<file path="src/rtl/ex_stage_pkg.sv">
`default_nettype none
// ============================================================================
// ex_stage_pkg : shared widths, ALU op codes and result-FIFO state encoding
// Revision     : 1.0
// ============================================================================
package ex_stage_pkg;

    localparam int DATA_W = 8;
    localparam int REG_W  = 3;
    localparam int IMM_W  = 3;

    localparam logic [1:0] c_OP_ADD = 2'd0;
    localparam logic [1:0] c_OP_SUB = 2'd1;
    localparam logic [1:0] c_OP_AND = 2'd2;
    localparam logic [1:0] c_OP_OR  = 2'd3;

    localparam logic [1:0] c_ST_EMPTY = 2'd0;
    localparam logic [1:0] c_ST_ONE   = 2'd1;
    localparam logic [1:0] c_ST_FULL  = 2'd2;

    typedef struct packed {
        logic              wr;
        logic [REG_W-1:0]  rd;
        logic [DATA_W-1:0] data;
    } entry_t;

    function automatic logic [DATA_W-1:0] sign_ext_imm(input logic [IMM_W-1:0] imm);
        return {{(DATA_W-IMM_W){imm[IMM_W-1]}}, imm};
    endfunction

endpackage
`default_nettype wire

</file>
<file path="src/rtl/ex_alu.sv">
`default_nettype none
// ============================================================================
// ex_alu : operand-B select (register or sign-extended immediate) and 4-op ALU
// Revision : 1.0
// ============================================================================
module ex_alu
    import ex_stage_pkg::*;
(
    input  logic [DATA_W-1:0] i_op_a,
    input  logic [DATA_W-1:0] i_data2,
    input  logic [IMM_W-1:0]  i_imm,
    input  logic              i_sign_extend_sel,
    input  logic [1:0]        i_op,
    output logic [DATA_W-1:0] o_result
);

    logic [DATA_W-1:0] w_op_b;

    assign w_op_b = i_sign_extend_sel ? sign_ext_imm(i_imm) : i_data2;

    always_comb begin
        o_result = '0;
        case (i_op)
            c_OP_ADD: o_result = i_op_a + w_op_b;
            c_OP_SUB: o_result = i_op_a - w_op_b;
            c_OP_AND: o_result = i_op_a & w_op_b;
            c_OP_OR:  o_result = i_op_a | w_op_b;
            default:  o_result = '0;
        endcase
    end

endmodule
`default_nettype wire

</file>
<file path="src/rtl/ex_stage.sv">
`default_nettype none
// ============================================================================
// ex_stage : execute stage with two-entry result FIFO (head + skid) and
//            operand-A forwarding from results still buffered in the FIFO
// Revision : 1.0
// ============================================================================
module ex_stage
    import ex_stage_pkg::*;
(
    input  logic              clk,
    input  logic              reset,
    input  logic              in_valid,
    output logic              in_ready,
    input  logic              sign_extend_sel,
    input  logic              write_reg,
    input  logic [REG_W-1:0]  rs1,
    input  logic [REG_W-1:0]  rd,
    input  logic [DATA_W-1:0] data1,
    input  logic [DATA_W-1:0] data2,
    input  logic [IMM_W-1:0]  unextended,
    input  logic [1:0]        op,
    output logic              out_valid,
    input  logic              out_ready,
    output logic              out_write_reg,
    output logic [REG_W-1:0]  out_rd,
    output logic [DATA_W-1:0] out_data
);

    logic [1:0]        r_state;
    logic [1:0]        w_state_nxt;
    logic              r_in_ready;
    entry_t            r_head;
    entry_t            r_skid;
    entry_t            w_new;
    logic              w_out_valid;
    logic              w_accept;
    logic              w_xfer;
    logic [DATA_W-1:0] w_op_a;
    logic [DATA_W-1:0] w_result;

    assign w_out_valid = (r_state != c_ST_EMPTY);
    assign w_accept    = in_valid & r_in_ready;
    assign w_xfer      = w_out_valid & out_ready;

    // Skid is younger than head, so it wins when both match.
    always_comb begin
        w_op_a = data1;
        if (rs1 != '0) begin
            if ((r_state == c_ST_FULL) && r_skid.wr && (r_skid.rd == rs1)) begin
                w_op_a = r_skid.data;
            end else if (w_out_valid && r_head.wr && (r_head.rd == rs1)) begin
                w_op_a = r_head.data;
            end
        end
    end

    ex_alu u_alu (
        .i_op_a            (w_op_a),
        .i_data2           (data2),
        .i_imm             (unextended),
        .i_sign_extend_sel (sign_extend_sel),
        .i_op              (op),
        .o_result          (w_result)
    );

    always_comb begin
        w_new      = '0;
        w_new.wr   = write_reg;
        w_new.rd   = rd;
        w_new.data = w_result;
    end

    always_comb begin
        w_state_nxt = r_state;
        case (r_state)
            c_ST_EMPTY: if (w_accept) w_state_nxt = c_ST_ONE;
            c_ST_ONE: begin
                if (w_accept && !w_xfer)      w_state_nxt = c_ST_FULL;
                else if (!w_accept && w_xfer) w_state_nxt = c_ST_EMPTY;
            end
            c_ST_FULL:  if (w_xfer) w_state_nxt = c_ST_ONE;
            default:    w_state_nxt = c_ST_EMPTY;
        endcase
    end

    // in_ready is a flop so it never has a combinational path from out_ready.
    always_ff @(posedge clk or posedge reset) begin
        if (reset) begin
            r_state    <= c_ST_EMPTY;
            r_in_ready <= 1'b0;
            r_head     <= '0;
            r_skid     <= '0;
        end else begin
            r_state    <= w_state_nxt;
            r_in_ready <= (w_state_nxt != c_ST_FULL);
            case (r_state)
                c_ST_EMPTY: begin
                    if (w_accept) r_head <= w_new;
                end
                c_ST_ONE: begin
                    if (w_accept && w_xfer) r_head <= w_new;
                    else if (w_accept)      r_skid <= w_new;
                end
                c_ST_FULL: begin
                    if (w_xfer) r_head <= r_skid;
                end
                default: ;
            endcase
        end
    end

    assign in_ready      = r_in_ready;
    assign out_valid     = w_out_valid;
    assign out_write_reg = w_out_valid & r_head.wr;
    assign out_rd        = r_head.rd;
    assign out_data      = r_head.data;

endmodule
`default_nettype wire

</file>
<file path="config.mk">
export PLATFORM = sky130hd
export DESIGN_NAME = ex_stage
export DESIGN_NICKNAME = d
export VERILOG_FILES = /design/src/rtl/ex_stage_pkg.sv /design/src/rtl/ex_alu.sv /design/src/rtl/ex_stage.sv
export SDC_FILE = /design/constraint.sdc
export NUM_CORES = 1
export LEC_CHECK = 0
export BUFFER_PORTS_ARGS = -buffer_cell sky130_fd_sc_hd__buf_2
export CAP_MARGIN = 40
export CORE_MARGIN = 5
export CORE_UTILIZATION = 56
export CTS_BUF_LIST = sky130_fd_sc_hd__clkbuf_16
export DETAILED_ROUTE_END_ITERATION = 10
export PLACE_DENSITY = 0.81
export RECOVER_POWER = 50
export SYNTH_ARGS = -nofsm -noshare
export SYNTH_HDL_FRONTEND = slang
export SYNTH_SLANG_ARGS = --single-unit
</file>
<file path="constraint.sdc">
create_clock -name clk -period 4.2 [get_ports clk]
set_input_delay 0.21 -clock clk [delete_from_list [all_inputs] [get_ports clk]]
set_output_delay 0.21 -clock clk [all_outputs]
set_load 0.03 [all_outputs]
</file>
**Word-level counts from Yosys, hierarchy flattened**

Cells that the tools add are included.

- Flip-flop bits (word level): 27
- Word-level logic and storage cells: 57

- Reduce and logical (&&, ||, !) cells: 16
- Add/subtract/negate cells: 2
- Equal/unequal tests: 11
- Mux-type cells: 14
- Bitwise logic cells: 6

Operators with widths:

| kind | count |
|---|---|
| 12-bit two-way mux | 3 |
| 12-bit one-hot mux with 3 select lines | 1 |
| 8-bit two-way mux | 4 |
| 8-bit one-hot mux with 4 select lines | 1 |
| 8-bit adder | 1 |
| 8-bit AND | 1 |
| 2-bit two-way mux | 4 |
| 2-bit != test, second input constant | 4 |
| 8-bit bitwise OR | 1 |
| 8-bit subtractor | 1 |
| 1-bit logical AND | 7 |
| 2-bit equality test, second input constant | 3 |
| 3-bit equality test | 2 |
| 2-bit one-hot mux with 3 select lines | 1 |
| 3-bit nonzero test | 2 |
| 2-bit by 1-bit equality test with 1-bit output, second input constant | 2 |
| 2-bit zero test | 2 |
| 4-bit AND reduction | 1 |
| 1-bit AND | 3 |
| 3-bit AND reduction | 1 |
| 1-bit zero test | 2 |
| 2-bit nonzero test | 1 |
| 1-bit inverter | 1 |

**Depth between registers and ports, before layout**

- Depth after elaboration: 10
- Mapped depth: 17
- Gate-level depth less buffers: 16

**Modules after synthesis**

From an unflattened synthesis, not the netlist that was laid out.

- Cell total of the unflattened synthesis: 240
- Area total of the unflattened synthesis: 2,417.3 µm²

By module, submodules not included:

| module | sequential area each (µm²) | area each (µm²) | instances | cells each |
|---|---|---|---|---|
| ex_stage | 675.6 | 1,560.2 | 1 | 125 |
| ex_alu | 0.0 | 857.1 | 1 | 115 |

**Worst setup path after synthesis**

Ideal clock, no wire load.

- Kind: in2reg
- Start point: input port sign_extend_sel
- End point: register r_head, in the netlist out_data[7]
- Path buffers: 2
- Slack: 496 ps
- Stages on the path: 15
- Data arrival time: 3,578 ps
- Path through: clkbuf_1 mux2i_1 clkbuf_1 nand3_1 nor4_1 or2_2 a22oi_1 ha_1 and4_2 a32o_1 a311oi_2 or4_1 a31oi_1 a311oi_1 a221o_1

- Longest elaborated chain between the ends: 5

Ends and longest elaborated chain:

| what | line | source |
|---|---|---|
| start, declared | ex_stage.sv:14 | `input logic sign_extend_sel,` |
| 8-bit two-way mux * | ex_alu.sv:19 | `assign w_op_b = i_sign_extend_sel ? sign_ext_imm(i_imm) : i_data2;` |
| 8-bit subtractor, or another cell as far along | ex_alu.sv:25 | `c_OP_SUB: o_result = i_op_a - w_op_b;` |
| 8-bit one-hot mux with 4 select lines * | ex_alu.sv:23 | `case (i_op)` |
| 12-bit two-way mux, on equally long branches | ex_stage.sv:101, ex_stage.sv:98 |  |
| 12-bit one-hot mux with 3 select lines * | ex_stage.sv:96 | `case (r_state)` |
| end signal, assigned | ex_stage.sv:98 | `if (w_accept) r_head <= w_new;` |
| end signal, assigned | ex_stage.sv:101 | `if (w_accept && w_xfer) r_head <= w_new;` |
| end signal, assigned | ex_stage.sv:105 | `if (w_xfer) r_head <= r_skid;` |
| end, declared | ex_stage.sv:32 | `entry_t r_head;` |

Mark *: on every way between the ends. The rest lies on a longest branch, timed or not. The select of a mux whose other input is x is not followed.
A chain may end at the register's enable or synchronous reset.

**Worst setup path after layout**

- Start point: register r_state[1]
- End point: register r_head, in the netlist out_data[7]

- Longest elaborated chain between the ends: 10

Ends and longest elaborated chain:

| what | line | source |
|---|---|---|
| start, declared | ex_stage.sv:29 | `logic [1:0] r_state;` |
| start signal, assigned | ex_stage.sv:89 | `r_state <= c_ST_EMPTY;` |
| start signal, assigned | ex_stage.sv:94 | `r_state <= w_state_nxt;` |
| 2-bit nonzero test | ex_stage.sv:41 | `assign w_out_valid = (r_state != c_ST_EMPTY);` |
| 1-bit logical AND (2 in series) | ex_stage.sv:51 | `end else if (w_out_valid && r_head.wr && (r_head.rd == rs1)) begin` |
| 8-bit two-way mux | ex_stage.sv:51 |  |
| 8-bit two-way mux | ex_stage.sv:49 | `if ((r_state == c_ST_FULL) && r_skid.wr && (r_skid.rd == rs1)) begin` |
| 8-bit two-way mux | ex_stage.sv:48 | `if (rs1 != '0) begin` |
| 8-bit subtractor, or another cell as far along | ex_alu.sv:25 |  |
| 8-bit one-hot mux with 4 select lines | ex_alu.sv:23 |  |
| 12-bit two-way mux, on equally long branches | ex_stage.sv:101, ex_stage.sv:98 |  |
| 12-bit one-hot mux with 3 select lines | ex_stage.sv:96 |  |

Several ways; a longest one is shown, not always the timed one. The select of a mux whose other input is x is not followed.

==> run summary <==
The run finished with clean final reports. Clock tree root driver cell: sky130_fd_sc_hd__clkbuf_16. The vias after detailed routing came out at 2330. For this configuration, the core starts out at a cell density of 57.1%. In this run, synthesis inferred 0 flip-flops with an integrated enable. After global routing the overflow that remains totals 0. 47 I/O pins were placed. The cell leakage power was 0.00125 µW; the maximum number of pins on one net before global-route repair was 19. The final critical-path required period works out to 4010 ps.

Reg-to-reg startpoint: r_state[1]. Traced cell by cell, the critical path runs through buf_4 > nand3b_4 > nor4_4 > buf_4 > o21ai_2 > a222oi_1 > maj3_1 > a311oi_2 > or4_1 > a31oi_1 > a311oi_1 > a221o_1. The area of the mapped netlist came out at 2450 µm².

The tightest hold path in the finished design has a slack of 198 ps. After routing, the total negative slack on setup checks comes to 0 ps. Synthesis produced 293 cells.

For the count of H-tree levels built during CTS, the log shows 1. The tools report the count of filler cells inserted in the layout as 375. In the final layout, the share of cells above drive strength 1 is 23.4%. The sequential cell area fraction in the yosys report is 27.6%.

The number of nets in the layout was 372; the starting DRC count in detailed routing was 126. For this design the ratio of total power to cell area is 555 nW/µm². The number of buffers added by the clock tree synthesis step was 3. The kind of cell adding the most delay to the critical path is compound AO/OA/AOI/OAI gates. The x dimension of the die came out at 76.2 µm. The element type at the critical path end is a flip-flop. The overall die height works out to 76.2 µm. The logs give 1530 µW for the power consumption and 0 for the count of yosys warnings during synthesis.

For the floorplan die area, the log shows 5800 µm². In the layout the commonest cells are sky130_fd_sc_hd__buf_2 (40), sky130_fd_sc_hd__nand2_1 (28), sky130_fd_sc_hd__dfrtp_1 (27), sky130_fd_sc_hd__nor2_1 (22), sky130_fd_sc_hd__o21ai_0 (21). The first TritonRoute pass finished after 4 iterations. On the final layout, the worst clock skew is 2.62 ps. For the worst max-slew margin expressed relative to the limit, the log shows 32.5%.

The buffers inserted during post-CTS setup optimization is 0, and the clock transition at the register clock pins on the worst setup and hold paths after CTS is 70 ps. The final-report hold violation count is 0, and the share of synthesized flip-flops with an asynchronous set or reset is 100%. The maximum cell stage delay along the critical path came out at 730 ps.

For this run, the top clock speed supported by timing is 0.249 GHz. Most prevalent standard cell on the critical path: sky130_fd_sc_hd__buf_4. Global routing used 20.6% of the available tracks.

The net count of the mapped netlist came out at 335. The tools report the count of unresolved DRC violations after routing as 0. TritonCTS built the clock tree. Setup repair after global routing could not meet its margin everywhere.

The clock net in this run drives a total of 27 sinks. Among all flip-flop cells after synthesis, the most frequent one is sky130_fd_sc_hd__dfrtp_1. The area added between synthesis and finish came out at 12.4%.

The worst-case IR drop observed on VDD is 0.428 mV. The data required time of the worst path is 4350 ps, and the buffer levels on the longest clock path is 2. The tools report the number of cell rows as 24. The worst setup path is of the flip-flop to flip-flop kind. The logs give 0 for the count of nets left with antenna violations after detail routing and 4.90 mm for the post-DP HPWL. For the clock network latency to the later pin of the worst-skew pair, the log shows 260 ps.

The first global-routing pass estimated 10.2 mm of wire. The critical path contains buffers and inverters numbering 2 combined. The congestion estimate from routability-driven global placement came to 0.863.

The synthesized netlist contains 59 unique library cells. Across the run, the number of max-cap violations was 0. Of all nets on the critical path, the largest fanout is 12.

In this run the worst setup path begins at r_state[1]. Startpoint class of the critical path: a flip-flop. The tools report the initial antenna violation count as 0. The startpoint identified for the worst hold timing path is rd[1]. Setup violations remaining at the end of the flow were counted as 0.

The final count of pins violating max slew was 0; the number of global-route vias before repair was 2341. At the worst endpoint, the arrival time is 4160 ps. In this run the tool buffered the top-level ports with 46 buffer cells. In the final routed layout, each cell accounts on average for 16.4 µm.

The tightest min-delay check is of the input port to flip-flop type. The floorplan step defined a core boundary enclosing 4290 µm². The slew at the pin with the worst max-slew slack was 1010 ps.

The master of the slowest instance on the critical path was sky130_fd_sc_hd__a222oi_1. The average vias per placed instance is 6.12. The share of the clock period used by the worst path after layout was 95.6%. The number of flip-flops and latches in the synthesized netlist came out at 27. The most common cell after layout, fill and taps aside is sky130_fd_sc_hd__buf_2. The number of antenna diodes in the final layout is 0. The final layout contains routed wiring with a total length of 6.24 mm. In this run the mean area of a mapped cell was 8.37 µm².
[Yosys cell counts (all sizes together), types with 8 or more instances]
cell type | number | area share, %
buf | 13 | 4.0
xor2 | 10 | 3.6
nand2 | 28 | 4.3
a31oi | 8 | 2.0
nor2 | 22 | 3.4
inv | 16 | 2.4
clkbuf | 10 | 1.9
a21oi | 17 | 3.5
o21ai | 23 | 4.8
dfrtp | 27 | 28
mux2i | 10 | 4.1
ha | 9 | 4.6
mux2 | 10 | 4.6
xnor2 | 8 | 2.9
[where the power goes]
part           internal [µW]  leakage [µW]  switching (µW)  total [µW]
Sequential               384      0.000311             101         485
Combinational            324      0.000903             503         827
Clock                    129     0.0000371            87.7         217
Total                    837       0.00125             692        1530
[final timing paths]
kind	end	slack (ps)	cells past startpoint
worst min-delay path	r_skid[9]	200	2
min in group asynchronous	r_head[11]	450	3
max in group asynchronous	out_data[6]	2520	4
worst max register to register	out_data[7]	190	12
worst max-delay path	out_data[7]	190	12
worst min register to register	r_skid[2]	530	1
[logic make-up after synthesis]
group | synth area share, %
mux | 8.67
buf+inv | 8.57
fa+ha+maj | 7.04
compound gates | 24.0
flops | 27.6
simple gates | 17.7
xor+xnor | 6.43
[per-stage QoR]
step	setup WS, ps	utilization, %	instances	cell area, µm²
after global routing	-2.25	64.2	381	2760
after CTS	98.4	64.7	381	2780
after global placement	231	61.9	375	2660
final	186	64.2	381	2760
after detailed placement	64.1	62.6	376	2690
after floorplan	496	-	293	2450
[state kept, by name (all words and copies together) (netlist names)]
signal / flops
r_state: 2
out_data: 8
out_rd: 3
r_head: 1
in_ready: 1
r_skid: 12
[routing by layer]
| metal | part of all wire, % | track usage, % | up-vias |
|---|---|---|---|
| met5 | 0 | 0 | - |
| met4 | 1.1 | 5.77 | 0 |
| met3 | 5.9 | 3.55 | 6 |
| met2 | 52 | 37.7 | 70 |
| met1 | 41 | 24.5 | 1119 |
| li1 | - | - | 1135 |
[timing repair]
action                                 CTS  global route
setup endpoints to repair                0             2
gates resized for setup                  0             2
hold buffers                             1             0
endpoints found under the hold margin    9             0
[final cells by class]
type / instances / area [µm²] / share of cell area (%)
inverter: 17 / 63.8 / 2.32
clock inverter: 1 / 7.51 / 0.272
tap: 52 / 65.1 / 2.36
multi-input combinational: 226 / 1580 / 57.3
sequential: 27 / 676 / 24.5
clock buffer: 3 / 75.1 / 2.72
timing repair buffer: 55 / 289 / 10.5
No activity file was read; power rests on OpenSTA's default activity.
